### src/rtl/neighbor_validator.sv
// Classifies one query point as inlier/outlier by counting streamed candidate
// points within an L1 (Manhattan) radius, LANES candidates per accepted beat.
module neighbor_validator #(
  parameter int N     = 16,
  parameter int LANES = 8,
  parameter int CNT_W = 16
) (
  input  logic                 clock,
  input  logic                 reset,
  input  logic                 start,
  input  logic [N-1:0]         point_x,
  input  logic [N-1:0]         point_y,
  input  logic [N-1:0]         point_z,
  input  logic [2*N-1:0]       point_cloud_size,
  input  logic [CNT_W-1:0]     threshold,
  input  logic [N-1:0]         search_radius,
  input  logic                 early_exit,
  input  logic                 exclude_zero,
  input  logic                 cp_valid,
  output logic                 cp_ready,
  input  logic [LANES-1:0]     cp_mask,
  input  logic [N*LANES-1:0]   cp_x,
  input  logic [N*LANES-1:0]   cp_y,
  input  logic [N*LANES-1:0]   cp_z,
  output logic                 busy,
  output logic                 done,
  output logic                 inlier,
  output logic                 outlier,
  output logic [CNT_W-1:0]     neighbor_count,
  output logic [2*N-1:0]       compared_count
);

  localparam int PW = $clog2(LANES + 1);

  typedef enum logic [1:0] {
    IDLE  = 2'd0,
    RUN   = 2'd1,
    DRAIN = 2'd2,
    DONE  = 2'd3
  } state_t;

  state_t state_reg, state_next;

  logic [N-1:0]     px_reg, py_reg, pz_reg;
  logic [2*N-1:0]   size_reg;
  logic [CNT_W-1:0] thr_reg;
  logic [N-1:0]     rad_reg;
  logic             early_reg, excl_reg;

  logic             s1_valid_reg;
  logic [LANES-1:0] s1_mask_reg;
  logic [LANES-1:0] hits;

  logic [CNT_W-1:0] nc_reg, nc_next;
  logic [2*N-1:0]   cc_reg, cc_next;
  logic             inlier_reg, outlier_reg;

  logic             accept, capture, finish;
  logic [PW-1:0]    beat_cnt, hit_cnt;
  logic [CNT_W:0]   nc_sum;

  function automatic logic [PW-1:0] popcount(input logic [LANES-1:0] v);
    logic [PW-1:0] c;
    c = '0;
    for (int i = 0; i < LANES; i++) c = c + PW'(v[i]);
    return c;
  endfunction

  // Stage 1 registers the saturated per-lane distance; the hit decision is
  // combinational off stage 1 and lands in the counter (stage 2) one edge later.
  genvar gi;
  generate
    for (gi = 0; gi < LANES; gi++) begin : lane
      logic [N-1:0]   cx, cy, cz;
      logic [N-1:0]   dx, dy, dz;
      logic [N+1:0]   dsum;
      logic [N-1:0]   dsat;
      logic [N-1:0]   d_reg;

      assign cx   = cp_x[gi*N +: N];
      assign cy   = cp_y[gi*N +: N];
      assign cz   = cp_z[gi*N +: N];
      assign dx   = (cx >= px_reg) ? (cx - px_reg) : (px_reg - cx);
      assign dy   = (cy >= py_reg) ? (cy - py_reg) : (py_reg - cy);
      assign dz   = (cz >= pz_reg) ? (cz - pz_reg) : (pz_reg - cz);
      assign dsum = {2'b00, dx} + {2'b00, dy} + {2'b00, dz};
      assign dsat = (dsum[N+1:N] != 2'b00) ? {N{1'b1}} : dsum[N-1:0];

      always_ff @(posedge clock or negedge reset) begin
        if (!reset) begin
          d_reg <= '0;
        end else if (accept) begin
          d_reg <= dsat;
        end
      end

      assign hits[gi] = s1_valid_reg && s1_mask_reg[gi] && (d_reg <= rad_reg) &&
                        !(excl_reg && (d_reg == '0));
    end
  endgenerate

  assign accept   = (state_reg == RUN) && cp_valid;
  assign beat_cnt = accept ? popcount(cp_mask) : '0;
  assign hit_cnt  = popcount(hits);
  assign cc_next  = cc_reg + (2*N)'(beat_cnt);
  assign nc_sum   = {1'b0, nc_reg} + (CNT_W+1)'(hit_cnt);
  assign nc_next  = nc_sum[CNT_W] ? {CNT_W{1'b1}} : nc_sum[CNT_W-1:0];

  always_ff @(posedge clock or negedge reset) begin
    if (!reset) begin
      state_reg <= IDLE;
    end else begin
      state_reg <= state_next;
    end
  end

  // Early exit looks at the post-update count so in-flight hits stop the scan
  // as soon as they are known.
  always_comb begin
    state_next = state_reg;
    capture    = 1'b0;
    finish     = 1'b0;
    case (state_reg)
      IDLE: begin
        if (start) begin
          capture    = 1'b1;
          state_next = (point_cloud_size == '0) ? DONE : RUN;
        end
      end
      RUN: begin
        if ((cc_next >= size_reg) || (early_reg && (nc_next >= thr_reg))) begin
          state_next = DRAIN;
        end
      end
      DRAIN: begin
        if (!s1_valid_reg) begin
          finish     = 1'b1;
          state_next = DONE;
        end
      end
      DONE: begin
        state_next = IDLE;
      end
      default: begin
        state_next = IDLE;
      end
    endcase
  end

  always_ff @(posedge clock or negedge reset) begin
    if (!reset) begin
      px_reg       <= '0;
      py_reg       <= '0;
      pz_reg       <= '0;
      size_reg     <= '0;
      thr_reg      <= '0;
      rad_reg      <= '0;
      early_reg    <= 1'b0;
      excl_reg     <= 1'b0;
      s1_valid_reg <= 1'b0;
      s1_mask_reg  <= '0;
      nc_reg       <= '0;
      cc_reg       <= '0;
      inlier_reg   <= 1'b0;
      outlier_reg  <= 1'b0;
    end else begin
      s1_valid_reg <= accept;
      s1_mask_reg  <= accept ? cp_mask : '0;
      if (capture) begin
        px_reg      <= point_x;
        py_reg      <= point_y;
        pz_reg      <= point_z;
        size_reg    <= point_cloud_size;
        thr_reg     <= threshold;
        rad_reg     <= search_radius;
        early_reg   <= early_exit;
        excl_reg    <= exclude_zero;
        nc_reg      <= '0;
        cc_reg      <= '0;
        // An empty cloud skips straight to DONE, so its verdict is set here.
        inlier_reg  <= (point_cloud_size == '0) && (threshold == '0);
        outlier_reg <= (point_cloud_size == '0) && (threshold != '0);
      end else begin
        nc_reg <= nc_next;
        cc_reg <= cc_next;
        if (finish) begin
          inlier_reg  <= (nc_next >= thr_reg);
          outlier_reg <= !(nc_next >= thr_reg);
        end
      end
    end
  end

  assign cp_ready       = (state_reg == RUN);
  assign busy           = (state_reg == RUN) || (state_reg == DRAIN);
  assign done           = (state_reg == DONE);
  assign inlier         = inlier_reg;
  assign outlier        = outlier_reg;
  assign neighbor_count = nc_reg;
  assign compared_count = cc_reg;

endmodule

### config.mk
export PLATFORM = sky130hd
export DESIGN_NAME = neighbor_validator
export DESIGN_NICKNAME = d
export VERILOG_FILES = /design/src/rtl/neighbor_validator.sv
export SDC_FILE = /design/constraint.sdc
export NUM_CORES = 2
export LEC_CHECK = 0
export BUFFER_PORTS_ARGS = -buffer_cell sky130_fd_sc_hd__buf_4
export CORE_MARGIN = 8
export CORE_UTILIZATION = 30
export CTS_CLUSTER_DIAMETER = 100
export CTS_CLUSTER_SIZE = 8
export DETAILED_ROUTE_END_ITERATION = 16
export PLACE_DENSITY = 0.52
export REMOVE_ABC_BUFFERS = 1
export SKIP_LAST_GASP = 1
export SYNTH_ARGS = -nofsm -noshare
export SYNTH_HDL_FRONTEND = slang
export SYNTH_SLANG_ARGS = --single-unit
export TNS_END_PERCENT = 5
### constraint.sdc
create_clock -name clock -period 12.1 [get_ports clock]
set_input_delay 3.63 -clock clock [delete_from_list [all_inputs] [get_ports clock]]
set_output_delay 3.63 -clock clock [all_outputs]
set_load 0.02 [all_outputs]
# == Word level (Yosys, flattened, before mapping) ==
# Index checks and enable logic that the tools add are counted.
# word_totals
reg_bits,303
latch_bits,0
ramBits,0
romBits,0
inputBits,510
output_inout_bits,53
word_cells,262
memories,0
# classes
n_addsub,80
multipliers,0
div,0
order_cmp,34
eq_ne,6
shifts,0
mux,50
bitwise_logic,0
reduce_logical,69
# op_table
op,n
16-bit subtractor,48
16-bit two-way mux,34
16-bit >= comparator,25
17-bit by 16-bit adder with 18-bit output,8
16-bit zero test,9
16-bit by 16-bit adder with 17-bit output,8
16-bit <= comparator,8
1-bit logical AND,36
32-bit by 4-bit adder with 32-bit output,1
4-bit by 1-bit adder with 4-bit output,8
32-bit >= comparator,1
32-bit zero test,1
32-bit two-way mux,1
2-bit nonzero test,9
16-bit by 4-bit adder with 17-bit output,1
16-bit nonzero test,1
1-bit zero test,9
3-bit by 1-bit adder with 4-bit output,2
1-bit two-way mux,8
2-bit two-way mux,4
8-bit two-way mux,1
2-bit one-hot mux with 4 select lines,1
2-bit by 1-bit adder with 3-bit output,2
1-bit by 1-bit adder with 2-bit output,2
other kinds (8),11

# == Depth between registers and ports, before layout ==
# depth
word_depth,18
mapped_depth,38
ltp_nobuf,37

# == Worst setup path after synthesis ==
# Ideal clock, no wire load.
# synth_timing
kind,input port to flip-flop
start,input port cp_mask[0]
end,register state_reg[0]
setup_time_ns,0.131
arrival_ns,9.069
required_ns,11.969
setup_slack_ns,2.900
cell_stages,28
n_path_buf,1
path_cell_list,fa_1 -> inv_1 -> fa_1 -> fa_1 -> inv_1 -> ha_1 -> fa_1 -> xnor2_1 -> nor2_1 -> ha_1 -> a21o_1 -> a21oi_1 -> or2_2 -> clkbuf_1 -> nor2_1 -> and3_1 -> nand3_1 -> nor2_1 -> xor2_1 -> ha_1 -> a21o_1 -> a21o_1 -> a21o_1 -> a21oi_1 -> o21ai_0 -> a21oi_1 -> a21oi_1 -> mux2i_1
# synth_between
elab_chain_len,13
# synth_lines
element,line_no,rtl
"start, declared",21,"input logic [LANES-1:0] cp_mask,"
1-bit by 1-bit adder with 2-bit output,65,for (int i = 0; i < LANES; i++) c = c + PW'(v[i]);
2-bit by 1-bit adder with 3-bit output,65,
3-bit by 1-bit adder with 4-bit output,65,
4-bit by 1-bit adder with 4-bit output (4 in a row),65,
4-bit two-way mux,103,assign beat_cnt = accept ? popcount(cp_mask) : '0;
32-bit by 4-bit adder with 32-bit output,105,assign cc_next = cc_reg + (2*N)'(beat_cnt);
32-bit >= comparator,131,if ((cc_next >= size_reg) || (early_reg && (nc_next >= thr_reg))) begin
1-bit logical OR,131,
2-bit by 1-bit != test with 1-bit output (no source line),--,
3-bit AND reduction (no source line),--,
"end signal, assigned",113,state_reg <= state_next;
"end, declared",42,"state_t state_reg, state_next;"
# No other way between the ends.
# A chain may end at the register's enable or synchronous reset.

# == Final worst setup path ==
# layout_timing
start,input port cp_y[0]
end,register lane[0].d_reg[4]
# layout_between
elab_chain_len,6
word_cells_on_any_way,8
cone_classes,add/sub: 4; order compare: 1; mux: 2; reduce/logical: 1
# layout_lines
element,line_no,rtl
"start, declared",23,"input logic [N*LANES-1:0] cp_y,"
16-bit subtractor or 16-bit >= comparator (tied branches),84,assign dy = (cy >= py_reg) ? (cy - py_reg) : (py_reg - cy);
16-bit two-way mux (*),84,
16-bit by 16-bit adder with 17-bit output (*),86,"assign dsum = {2'b00, dx} + {2'b00, dy} + {2'b00, dz};"
17-bit by 16-bit adder with 18-bit output (*),86,
2-bit nonzero test,87,assign dsat = (dsum[N+1:N] != 2'b00) ? {N{1'b1}} : dsum[N-1:0];
16-bit two-way mux (*),87,
"end signal, assigned",93,d_reg <= dsat;
"end, declared",78,logic [N-1:0] d_reg;
# Mark *: on every way between the ends. The rest lies on a longest branch, timed or not.

==> out/qor.yml <==
outcome:
  status: "complete, no violations"
detailed_routing:
  via_per_inst: 5.58
  drt_wl_total_microns: 297000
  dr_wl_met2_microns: 134000
  wirelength_met1_microns: 120000
  wl_per_cell_microns: 28.9
  first_pass_iters: 6
  route.detailed.drc: 0
  drt.antenna.violating_nets: 0
  num_vias: 57400
  routed.top_layer: "met5"
  drtIter0Drc: 5848
  wl_met3_microns: 20800
floorplan:
  start_util: 0.301
  io_pins: 563
  die_area_sq_um: 207000
  rows: 161
  die_x_microns: 455
  die_y_microns: 455
  core_area_sq_um: 192000
sta:
  timing.final.ws_setup_ps: 2220
  setup_viol: 0
  slew-limit-headroom: 0.136
  rsz0062_at_grt: "no"
  tns_ps: 0
  fmax_mhz: 101
  period_share: 0.816
  hold_viol: 0
  worstMarginPinSlew_ps: 1290
  slew_viol_final: 0
  whs_ps: 478
  fin_crit_ps: 9880
  clock_skew_ps: 68.0
global_routing:
  antenna_found_initial: 100
  grt_first_pass_wirelength_microns: 406000
  overflow: 0
  grtUsageTotal: 0.273
  first_global_vias: 54900
  grt_max_degree: 77
synth:
  yosysWarnings: 0
  yosys.area_share.simple: 0.137
  yosysSeqAreaShare: 0.131
  synthFlopType: "dfrtp_1"
  yosys.area.top_type: "ha_1"
  syn_inst: 7160
  postSynthAreaPerCell_sq_um: 8.08
  synthArstFlopShare: 1.00
  synth_fa_ha_area_frac: 0.296
  syn-cell-area_sq_um: 57900
  synth_top_area_frac: 0.229
  yosys_register_bits: 303
  synth_top_family_by_area: "adder cells"
  synth_mux_area_frac: 0.0418
  synth-xor-area-share: 0.0707
  synth_edf_count: 0
  synth_compound_area_frac: 0.250
  ys_types: 91
  synth_area_leaders: "ha_1, dfrtp_1, fa_1"
min_path:
  min_path_cells: 2
  hp-class: "reg -> reg"
  worstHoldEndpoint: "early_reg"
  hold_start: "early_reg"
cts:
  postCtsSetupBuffers: 0
  clock_path_buffers: 3
  cts_tree: "done"
  cts_resized: 0
  clock_latency_ps: 690
  cts_buffers: 51
  cts-hold-fix-buffers: 0
  htree_levels: 2
  cts_sinks: 303
  path_clk_slew_ps: 50
  cts_root_buf: "clkbuf_16"
final_layout:
  fill_cells: 20400
  largest_reg_flops: 128
  area_delta_synth_final_pct: 16.0
  layout-drive-gt1-share: 0.118
  multi_input_comb_area_sq_um: 46100
  nets: 9445
  regArea_sq_um: 7580
critical_path:
  regToRegStartpoint: "rad_reg[8]"
  r2r_end: "state_reg[1]"
  end_kind: "flip-flop"
  rr_worst_depth: 37
  critPathRequiredTime_ps: 12710
  rrSetupSlack_ps: 2640
  cp.arrival_ps: 10490
  crit_fanout: 26
  start_kind: "input port"
  worstSetupPathType: "in -> reg"
place:
  post-dp-hpwl_microns: 240000
  numPortBuffers: 562
  place_ws_ps: 1490
  routabilityCongestion: 0.982
job:
  maxCapViolations: 0
==> critical path: stages <==
cell      delay, ps
buf_4           120
inv_1            50
ha_1            160
inv_1            60
fa_1            380
a21o_1          170
a21oi_1         220
o221ai_1        220
a221o_1         430
o22ai_2         820
mux2i_1         390
a31oi_1         150
xnor2_1         260
fa_1            470
ha_1            350
o21ai_0         130
a21boi_0        280
nand2_1          80
o21ai_0         360
a41oi_1         230
a21oi_1         230
nor4_1           70
a21oi_1         960
o22a_1          280
==> routing by layer <==
metal | GRT usage | vias to the layer above
met2 | 0.435 | 2458
met4 | 0.181 | 16
met5 | 0 | -
li1 | - | 26500
met1 | 0.342 | 27900
met3 | 0.0406 | 595
==> how the worst max path moves through the flow <==
stage,cells past startpoint,slack (ps),startpoint,to
CTS,26,2170,cp_z[80],lane[5].d_reg[13]
floorplan,24,2130,cp_x[48],lane[3].d_reg[15]
finish,24,2220,cp_y[0],lane[0].d_reg[4]
global route,24,1790,cp_y[0],lane[0].d_reg[2]
global placement,26,1500,cp_z[80],lane[5].d_reg[1]
detailed placement,26,1490,cp_z[80],lane[5].d_reg[13]
==> synthesized netlist by cell type (66+ instances only) <==
library cell and instances:
nand2_1 423, xnor2_1 286, o22a_1 120, nor2_1 327, mux2i_1 199, inv_1 858
a211oi_1 70, o21ai_0 447, nor4_1 66, nor3_1 131, dfrtp_1 303, clkbuf_1 183
xor2_1 181, ha_1 1058, a31oi_1 81, nor2b_1 118, nand4_1 82, fa_1 194
a21o_1 341, nand3_1 100, o21a_1 113, nand2b_1 79, a21oi_1 582
==> cell type report <==
type,count,area share
flip-flops and latches,303,0.113
repair buffers,713,0.0799
well taps,2526,0.0471
inverters,859,0.0481
diodes,59,0.00220
multi-input cells,5755,0.687
clock buffers,59,0.0202
clock inverters,13,0.00265
==> through the flow <==
stage | util | area [sq um] | std cells
2_1_floorplan | - | 56900 | 6917
3_3_place_gp | 0.340 | 65400 | 10200
3_5_place_dp | 0.340 | 65400 | 10200
5_1_grt | 0.349 | 67100 | 10300
6_report | 0.349 | 67100 | 10300
4_1_cts | 0.348 | 67000 | 10200
==> cell usage in the layout (no fill, tap or decap), drive strengths merged, types with 23 or more instances in the layout <==
cell / netlist / final
dfrtp: 303 / 303
a221o: 25 / 25
o41ai: 23 / 23
inv: 858 / 856
a211o: 25 / 25
nor3: 131 / 131
o21ai: 458 / 458
mux2i: 199 / 199
clkbuf: 183 / 59
a211oi: 70 / 70
xor2: 181 / 181
nand4: 82 / 82
o211ai: 51 / 51
o21bai: 65 / 65
fa: 194 / 194
xnor2: 286 / 286
and3: 59 / 59
nand2: 423 / 423
nor2b: 118 / 118
o21a: 113 / 113
o31ai: 31 / 31
a21o: 341 / 341
or2: 30 / 30
nor2: 328 / 328
a221oi: 37 / 37
a31oi: 82 / 82
buf: 60 / 713
mux2: 37 / 37
nor4: 66 / 66
and2: 65 / 65
or3: 35 / 35
nand2b: 79 / 79
a21oi: 584 / 584
o22a: 120 / 120
diode: 0 / 59
nand3: 101 / 101
ha: 1058 / 1058
==> kinds of logic after synthesis <==
logic type	Yosys count
buffers and inverters	1102
AOI/OAI and AO/OA	2206
muxes	236
adders and majority gates	1252
and+or+nand+nor	1594
DFF	303
xor gates and xnor gates	467
Power is not shown: default switching activity piles up to over one toggle a cycle in this logic, so the estimate is an artifact.
